<file path="src/rtl/rx_ipv4_hdr.sv">
// rx_ipv4_hdr: IPv4 receive header parser. Validates the header of each frame
// and forwards accepted UDP/TCP payload bytes one cycle later with a
// per-protocol strobe; rejected or truncated frames raise a one-cycle pulse.
module rx_ipv4_hdr #(
  parameter int unsigned OCT       = 8,
  parameter logic [7:0]  PROTO_UDP = 8'd17,
  parameter logic [7:0]  PROTO_TCP = 8'd6
) (
  input  logic           RX_CLK,
  input  logic           rst,
  input  logic [31:0]    ip_addr,
  input  logic           rx_payload_ipv4,
  input  logic [OCT-1:0] rx_payload,
  output logic           rx_data_udp,
  output logic           rx_data_tcp,
  output logic [OCT-1:0] rx_data,
  output logic           rx_data_last,
  output logic [15:0]    rx_data_len,
  output logic [31:0]    rx_src_ip,
  output logic           rx_drop,
  output logic           rx_trunc
);

  typedef enum logic [2:0] {
    S_IDLE,
    S_HDR,
    S_DATA,
    S_DONE,
    S_DROP
  } state_t;

  state_t         state_q, state_d;
  logic [15:0]    cnt_q, cnt_d;
  logic           armed_q, armed_d;
  logic [3:0]     ver_q, ver_d;
  logic [3:0]     ihl_q, ihl_d;
  logic [15:0]    tl_q, tl_d;
  logic           mf_q, mf_d;
  logic [12:0]    frag_q, frag_d;
  logic [7:0]     proto_q, proto_d;
  logic [31:0]    src_q, src_d;
  logic [31:0]    dst_q, dst_d;
  logic [OCT-1:0] hi_q, hi_d;
  logic [16:0]    csum_q, csum_d;

  logic           udp_q, udp_d;
  logic           tcp_q, tcp_d;
  logic [OCT-1:0] data_q, data_d;
  logic           last_q, last_d;
  logic [15:0]    len_q, len_d;
  logic [31:0]    src_ip_q, src_ip_d;
  logic           drop_q, drop_d;
  logic           trunc_q, trunc_d;

  logic           hdr_byte;
  logic [15:0]    word;
  logic [16:0]    sum17;
  logic [15:0]    fold;
  logic [15:0]    hl;
  logic [15:0]    pay_len;
  logic [15:0]    hdr_end_idx;
  logic           chk_ok;

  // State, header fields and registered outputs.
  always_ff @(posedge RX_CLK or posedge rst) begin
    if (rst) begin
      state_q  <= S_IDLE;
      cnt_q    <= '0;
      armed_q  <= 1'b0;
      ver_q    <= '0;
      ihl_q    <= '0;
      tl_q     <= '0;
      mf_q     <= 1'b0;
      frag_q   <= '0;
      proto_q  <= '0;
      src_q    <= '0;
      dst_q    <= '0;
      hi_q     <= '0;
      csum_q   <= '0;
      udp_q    <= 1'b0;
      tcp_q    <= 1'b0;
      data_q   <= '0;
      last_q   <= 1'b0;
      len_q    <= '0;
      src_ip_q <= '0;
      drop_q   <= 1'b0;
      trunc_q  <= 1'b0;
    end else begin
      state_q  <= state_d;
      cnt_q    <= cnt_d;
      armed_q  <= armed_d;
      ver_q    <= ver_d;
      ihl_q    <= ihl_d;
      tl_q     <= tl_d;
      mf_q     <= mf_d;
      frag_q   <= frag_d;
      proto_q  <= proto_d;
      src_q    <= src_d;
      dst_q    <= dst_d;
      hi_q     <= hi_d;
      csum_q   <= csum_d;
      udp_q    <= udp_d;
      tcp_q    <= tcp_d;
      data_q   <= data_d;
      last_q   <= last_d;
      len_q    <= len_d;
      src_ip_q <= src_ip_d;
      drop_q   <= drop_d;
      trunc_q  <= trunc_d;
    end
  end

  // Header capture, checksum accumulation, checks and next-state selection.
  always_comb begin
    state_d  = state_q;
    cnt_d    = cnt_q;
    // After reset the frame in flight is ignored until a gap is observed.
    armed_d  = armed_q | ~rx_payload_ipv4;
    ver_d    = ver_q;
    ihl_d    = ihl_q;
    tl_d     = tl_q;
    mf_d     = mf_q;
    frag_d   = frag_q;
    proto_d  = proto_q;
    src_d    = src_q;
    dst_d    = dst_q;
    hi_d     = hi_q;
    csum_d   = csum_q;
    udp_d    = 1'b0;
    tcp_d    = 1'b0;
    data_d   = data_q;
    last_d   = 1'b0;
    len_d    = len_q;
    src_ip_d = src_ip_q;
    drop_d   = 1'b0;
    trunc_d  = 1'b0;

    hdr_byte = rx_payload_ipv4 &&
               ((state_q == S_IDLE && armed_q) || state_q == S_HDR);

    // End-around add of the completed 16-bit word; one more fold gives the
    // final ones-complement sum when this is the last header byte.
    word  = {hi_q, rx_payload};
    sum17 = {1'b0, csum_q[15:0]} + {1'b0, word} + {16'd0, csum_q[16]};
    fold  = sum17[15:0] + {15'd0, sum17[16]};

    if (hdr_byte) begin
      if (cnt_q[0]) csum_d = sum17;
      else          hi_d   = rx_payload;
      case (cnt_q)
        16'd0:  begin ver_d = rx_payload[7:4]; ihl_d = rx_payload[3:0]; end
        16'd2:  tl_d[15:8] = rx_payload;
        16'd3:  tl_d[7:0]  = rx_payload;
        16'd6:  begin mf_d = rx_payload[5]; frag_d[12:8] = rx_payload[4:0]; end
        16'd7:  frag_d[7:0] = rx_payload;
        16'd9:  proto_d = rx_payload;
        16'd12: src_d[31:24] = rx_payload;
        16'd13: src_d[23:16] = rx_payload;
        16'd14: src_d[15:8]  = rx_payload;
        16'd15: src_d[7:0]   = rx_payload;
        16'd16: dst_d[31:24] = rx_payload;
        16'd17: dst_d[23:16] = rx_payload;
        16'd18: dst_d[15:8]  = rx_payload;
        16'd19: dst_d[7:0]   = rx_payload;
        default: ;
      endcase
    end

    // An IHL below 5 still runs to byte 19 so the failure is reported there.
    hl          = {10'd0, ihl_q, 2'b00};
    hdr_end_idx = (ihl_q < 4'd5) ? 16'd19 : (hl - 16'd1);
    pay_len     = tl_d - hl;
    chk_ok      = (ver_d == 4'd4) && (ihl_q >= 4'd5) && (tl_d >= hl) &&
                  (fold == 16'hFFFF) &&
                  ((dst_d == ip_addr) || (dst_d == 32'hFFFF_FFFF)) &&
                  !mf_d && (frag_d == '0) &&
                  ((proto_d == PROTO_UDP) || (proto_d == PROTO_TCP));

    case (state_q)
      S_IDLE: begin
        if (hdr_byte) begin
          state_d = S_HDR;
          cnt_d   = 16'd1;
        end else begin
          cnt_d  = '0;
          csum_d = '0;
        end
      end
      S_HDR: begin
        if (!rx_payload_ipv4) begin
          drop_d  = 1'b1;
          state_d = S_IDLE;
          cnt_d   = '0;
          csum_d  = '0;
        end else begin
          cnt_d = cnt_q + 16'd1;
          if (cnt_q == hdr_end_idx) begin
            if (chk_ok) begin
              len_d    = pay_len;
              src_ip_d = src_d;
              state_d  = (pay_len == '0) ? S_DONE : S_DATA;
            end else begin
              drop_d  = 1'b1;
              state_d = S_DROP;
            end
          end
        end
      end
      S_DATA: begin
        if (!rx_payload_ipv4) begin
          trunc_d = 1'b1;
          state_d = S_IDLE;
          cnt_d   = '0;
          csum_d  = '0;
        end else begin
          cnt_d  = cnt_q + 16'd1;
          data_d = rx_payload;
          udp_d  = (proto_q == PROTO_UDP);
          tcp_d  = (proto_q == PROTO_TCP);
          if (cnt_q == tl_q - 16'd1) begin
            last_d  = 1'b1;
            state_d = S_DONE;
          end
        end
      end
      S_DONE, S_DROP: begin
        if (!rx_payload_ipv4) begin
          state_d = S_IDLE;
          cnt_d   = '0;
          csum_d  = '0;
        end
      end
      default: begin
        state_d = S_IDLE;
        cnt_d   = '0;
        csum_d  = '0;
      end
    endcase
  end

  assign rx_data_udp  = udp_q;
  assign rx_data_tcp  = tcp_q;
  assign rx_data      = data_q;
  assign rx_data_last = last_q;
  assign rx_data_len  = len_q;
  assign rx_src_ip    = src_ip_q;
  assign rx_drop      = drop_q;
  assign rx_trunc     = trunc_q;

endmodule

</file>
<file path="config.mk">
export PLATFORM = sky130hd
export DESIGN_NAME = rx_ipv4_hdr
export DESIGN_NICKNAME = d
export VERILOG_FILES = /design/src/rtl/rx_ipv4_hdr.sv
export SDC_FILE = /design/constraint.sdc
export NUM_CORES = 1
export LEC_CHECK = 0
export BUFFER_PORTS_ARGS = -buffer_cell sky130_fd_sc_hd__buf_2
export CAP_MARGIN = 10
export CELL_PAD_IN_SITES_DETAIL_PLACEMENT = 0
export CELL_PAD_IN_SITES_GLOBAL_PLACEMENT = 2
export CORE_MARGIN = 5
export CORE_UTILIZATION = 39
export DETAILED_ROUTE_END_ITERATION = 12
export GPL_TIMING_DRIVEN = 0
export MAX_ROUTING_LAYER = met4
export PLACE_DENSITY_LB_ADDON = 0.1
export RECOVER_POWER = 50
export SYNTH_ARGS = -nofsm -noshare
export SYNTH_HDL_FRONTEND = slang
export SYNTH_SLANG_ARGS = --single-unit
</file>
<file path="constraint.sdc">
create_clock -name RX_CLK -period 10.6 [get_ports RX_CLK]
set_clock_uncertainty 0.05 [all_clocks]
set_input_delay 2.65 -clock RX_CLK [delete_from_list [all_inputs] [get_ports RX_CLK]]
set_output_delay 2.65 -clock RX_CLK [all_outputs]
set_load 0.01 [all_outputs]
</file>
==> impl_metrics.env <==
export IMPL_status="finished, violations left"
export IMPL_violations="max-capacitance violations, max-slew violations"
export IMPL_clock_sinks=216
export IMPL_setup_slack_ns=2.04
export IMPL_clkLatencyLatePin_ns=0.53
export IMPL_pwr_share_seq_pct=37.6
export IMPL_synth_top_family_by_area="simple AND/OR/NAND/NOR gates"
export IMPL_vdd_ir_drop_worst_uv=111
export IMPL_post_route_util_pct=45.9
export IMPL_max_slew_margin_pct=-152
export IMPL_wl_met2_um=18800
export IMPL_met1Wirelength_um=19200
export IMPL_crit_chain="buf_2 > fa_1 > fa_1 > a21o_1 > a221o_1 > a22oi_1 > o21ai_0 > a21oi_1 > o21bai_1 > a21o_1 > ha_1 > ha_1 > nand2_1 > o21ai_0 > a211o_1 > nor4_1 > or4b_2 > nor4_1 > o2111ai_2 > or2_1 > buf_2 > buf_6 > mux2_4"
export IMPL_drive_gt1_share_pct=17.4
export IMPL_grt_pass1_wl_um=63200
export IMPL_synth_area_mm2=0.0125
export IMPL_dr_wl_met3_um=1830
export IMPL_antenna_found_initial=0
export IMPL_cts_hold_buf=0
export IMPL_initial_utilization_pct=39.6
export IMPL_gp_congestion=0.939
export IMPL_grt_pass1_vias=10400
export IMPL_postSynthCellCount=1299
export IMPL_synth_ff_type="dfrtp_1"
export IMPL_tns_ns=0
export IMPL_dpl_cell_count=1808
export IMPL_grt_start_max_net_pins=85
export IMPL_routed_via_density=5.64
export IMPL_preCtsSetupSlack_ns=1.47
export IMPL_cts_repair_resized=0
export IMPL_synth_compound_area_share_pct=16.1
export IMPL_required_ns=10.96
export IMPL_cts_setup_buffers=0
export IMPL_crit_fanout=10
export IMPL_avgSynthCellArea_um2=9.64
export IMPL_final_hold_viol_count=0
export IMPL_period_needed_ns=8.56
export IMPL_synth_fp_nets=1373
export IMPL_tightest_slew_ns=3.78
export IMPL_synth_simple_gate_area_share_pct=17.2
export IMPL_dr_pass1_iters=5
export IMPL_yosys_warnings=0
export IMPL_synthTopCellsByArea="dfrtp_1 43%, mux2_4 5.2%, mux2_2 4.7%, o21ai_0 4.6%, nand2_1 4.2%"
export IMPL_synth_mux_area_fraction_pct=11.0
export IMPL_hp_class="register to register"
export IMPL_synthXorXnorAreaFrac_pct=4.83
export IMPL_async_flop_share_pct=100
export IMPL_ys_ff_latch=216
export IMPL_wirelength_um=40900
export IMPL_yosysSeqAreaShare_pct=43.2
export IMPL_synth_edf_count=0
export IMPL_top_layer_used="met4"
export IMPL_synth_cell_types=83
export IMPL_period_share_pct=80.8
export IMPL_grtUsageTotal_pct=23.1
export IMPL_endpoint_kind="register"
export IMPL_cts_buffer_depth=3
export IMPL_tritoncts="yes"
export IMPL_drt_wirelength_per_cell_um=22.0
export IMPL_syn_to_final_growth_pct=16.0
export IMPL_rows=65
export IMPL_htreeDepth=1
export IMPL_arrival_ns=8.92
export IMPL_die_y_um=189
export IMPL_pwr_share_comb_pct=20.8
export IMPL_synth_top_area_share_pct=43.2
export IMPL_antenna_cells=0
export IMPL_cp_top_family="compound AO/OA/AOI/OAI gates"
export IMPL_finalSetupViolCount=0
export IMPL_via_count=10500
export IMPL_drc=0
export IMPL_swShare_pct=29.4
export IMPL_worst_setup_path_type="input pin to register"
export IMPL_io_buffers=103
export IMPL_maxCapViolCount=2
export IMPL_dp_hpwl_um=30000
export IMPL_internal_power_w=0.00169
export IMPL_critPathMaxStageDelay_ns=0.62
export IMPL_cts_root_buf="clkbuf_16"
export IMPL_cp_num_buf_inv=3
export IMPL_synthAdderAreaFrac_pct=3.28
export IMPL_powerDensity_mw_per_mm2=165
export IMPL_final_nets=1509
export IMPL_ios=104
export IMPL_rsz0062_at_grt="false"
export IMPL_hold_slack_ns=0.421
export IMPL_die_area_mm2=0.0358
export IMPL_yosysTopAreaCell="dfrtp_1"
export IMPL_clkPwrFrac_pct=41.6
export IMPL_p_leak_nw=6.78
export IMPL_clk_pin_slew_worst_paths_ns=0.06
export IMPL_layout_cells_non_filler=1856
export IMPL_p_switching_w=0.000704
export IMPL_grt_remaining_overflow=0
export IMPL_die_w_um=189
export IMPL_max_freq_ghz=0.117
export IMPL_core_mm2=0.0316
export IMPL_slowest_stage="or4b_2"
export IMPL_drt_iter0_drc=683
export IMPL_slew_violations=135
export IMPL_route_antenna_remaining_nets=0
export IMPL_critPathLaunchType="input pin"
export IMPL_numCtsBuffers=26
## power groups by stage
stage	sequential, W	combinational (W)	clock [W]
finish	0.000900	0.000498	0.000997
CTS	0.000899	0.000500	0.00102
detailed placement	0.000913	0.000495	0
global placement	0.000913	0.000493	0
floorplan	0.000904	0.000359	0
global route	0.000906	0.000555	0.00106
## cell usage in the layout, fill, tap and decap left out, types with 9 or more instances in the layout
master / netlist / routed
nand3_1: 38 / 38
xor2_1: 32 / 32
a31oi_1: 12 / 12
inv_1: 56 / 55
o31ai_1: 10 / 10
ha_1: 28 / 28
mux2_2: 52 / 52
nor2_1: 63 / 63
nor4_1: 27 / 27
xnor2_1: 37 / 37
o21ai_0: 114 / 114
and3_1: 20 / 20
a211oi_1: 9 / 9
nor3_1: 32 / 32
mux2_4: 43 / 43
o22ai_1: 12 / 12
nor2b_1: 13 / 13
mux2i_1: 14 / 14
clkbuf_1: 64 / 94
dfrtp_1: 216 / 216
buf_2: 6 / 86
a21oi_1: 57 / 57
clkbuf_16: 0 / 27
nand2b_1: 10 / 10
nand2_1: 139 / 139
nand4_1: 19 / 19
a21o_1: 14 / 14
## sequential cells by signal, indices dropped and copies added, names as in the netlist, 3 cells and up
register and flops:
ver_q 4, src_q 32, frag_q 13, rx_src_ip 32, rx_data_len 16, ihl_q 4
hi_q 8, csum_q 17, state_q 3, tl_q 16, proto_q 8, rx_data 8
dst_q 32, cnt_q 16
## through the flow
stage          power, W  instance area [µm²]
6_report        0.00239                14500
5_1_grt         0.00252                14500
4_1_cts         0.00242                14600
3_5_place_dp    0.00141                13600
3_3_place_gp    0.00141                13500
2_1_floorplan   0.00126                12500
## metal layers
metal / vias up / GRT usage [%]
li1: 4989 / -
met1: 5147 / 31.8
met2: 256 / 36.9
met3: 70 / 2.84
met4: 0 / 5.21
met5: - / -
## final timing paths
path	to	startpoint	slack [ns]	cells past startpoint
worst max-delay path	rx_data_len[4]	rx_payload[0]	2.04	23
worst min-delay path	rx_data[2]	rx_data[2]	0.42	2
worst max register to register	rx_data_len[4]	csum_q[0]	3.91	22
worst min register to register	rx_data[2]	rx_data[2]	0.42	2
max in group asynchronous	rx_src_ip[21]	rst	3.13	3
min in group asynchronous	rx_data[1]	rst	2.88	2
## synth_stat cells (37+ instances only)
| cell type | count |
|---|---|
| mux2_2 | 52 |
| inv_1 | 56 |
| o21ai_0 | 114 |
| mux2_4 | 43 |
| xnor2_1 | 37 |
| a21oi_1 | 57 |
| nor2_1 | 63 |
| clkbuf_1 | 64 |
| nand2_1 | 139 |
| dfrtp_1 | 216 |
| nand3_1 | 38 |
## layout make-up
class	count	area, µm²
inverter	59	223
sequential	216	5410
timing repair buffer	108	534
clock inverter	8	165
clock buffer	39	801
tap	402	503
multi-input combinational	946	6550
buffer	78	348
fill	3092	17100
## worst min-delay path, stage by stage, from the launching register on
cell     delay [ns]
dfrtp_1        0.33
nand2_1        0.04
o21ai_0        0.06
## cell families (layout without fill, tap and decap cells)
logic type / after synthesis / in the layout
and+or+nand+nor: 422 / 422
AOI/OAI and AO/OA: 315 / 315
DFF: 216 / 216
xor gates and xnor gates: 69 / 69
adders and majority gates: 31 / 31
buffers and inverters: 137 / 292
muxes: 109 / 109
Power figures use the tool's default switching activity.
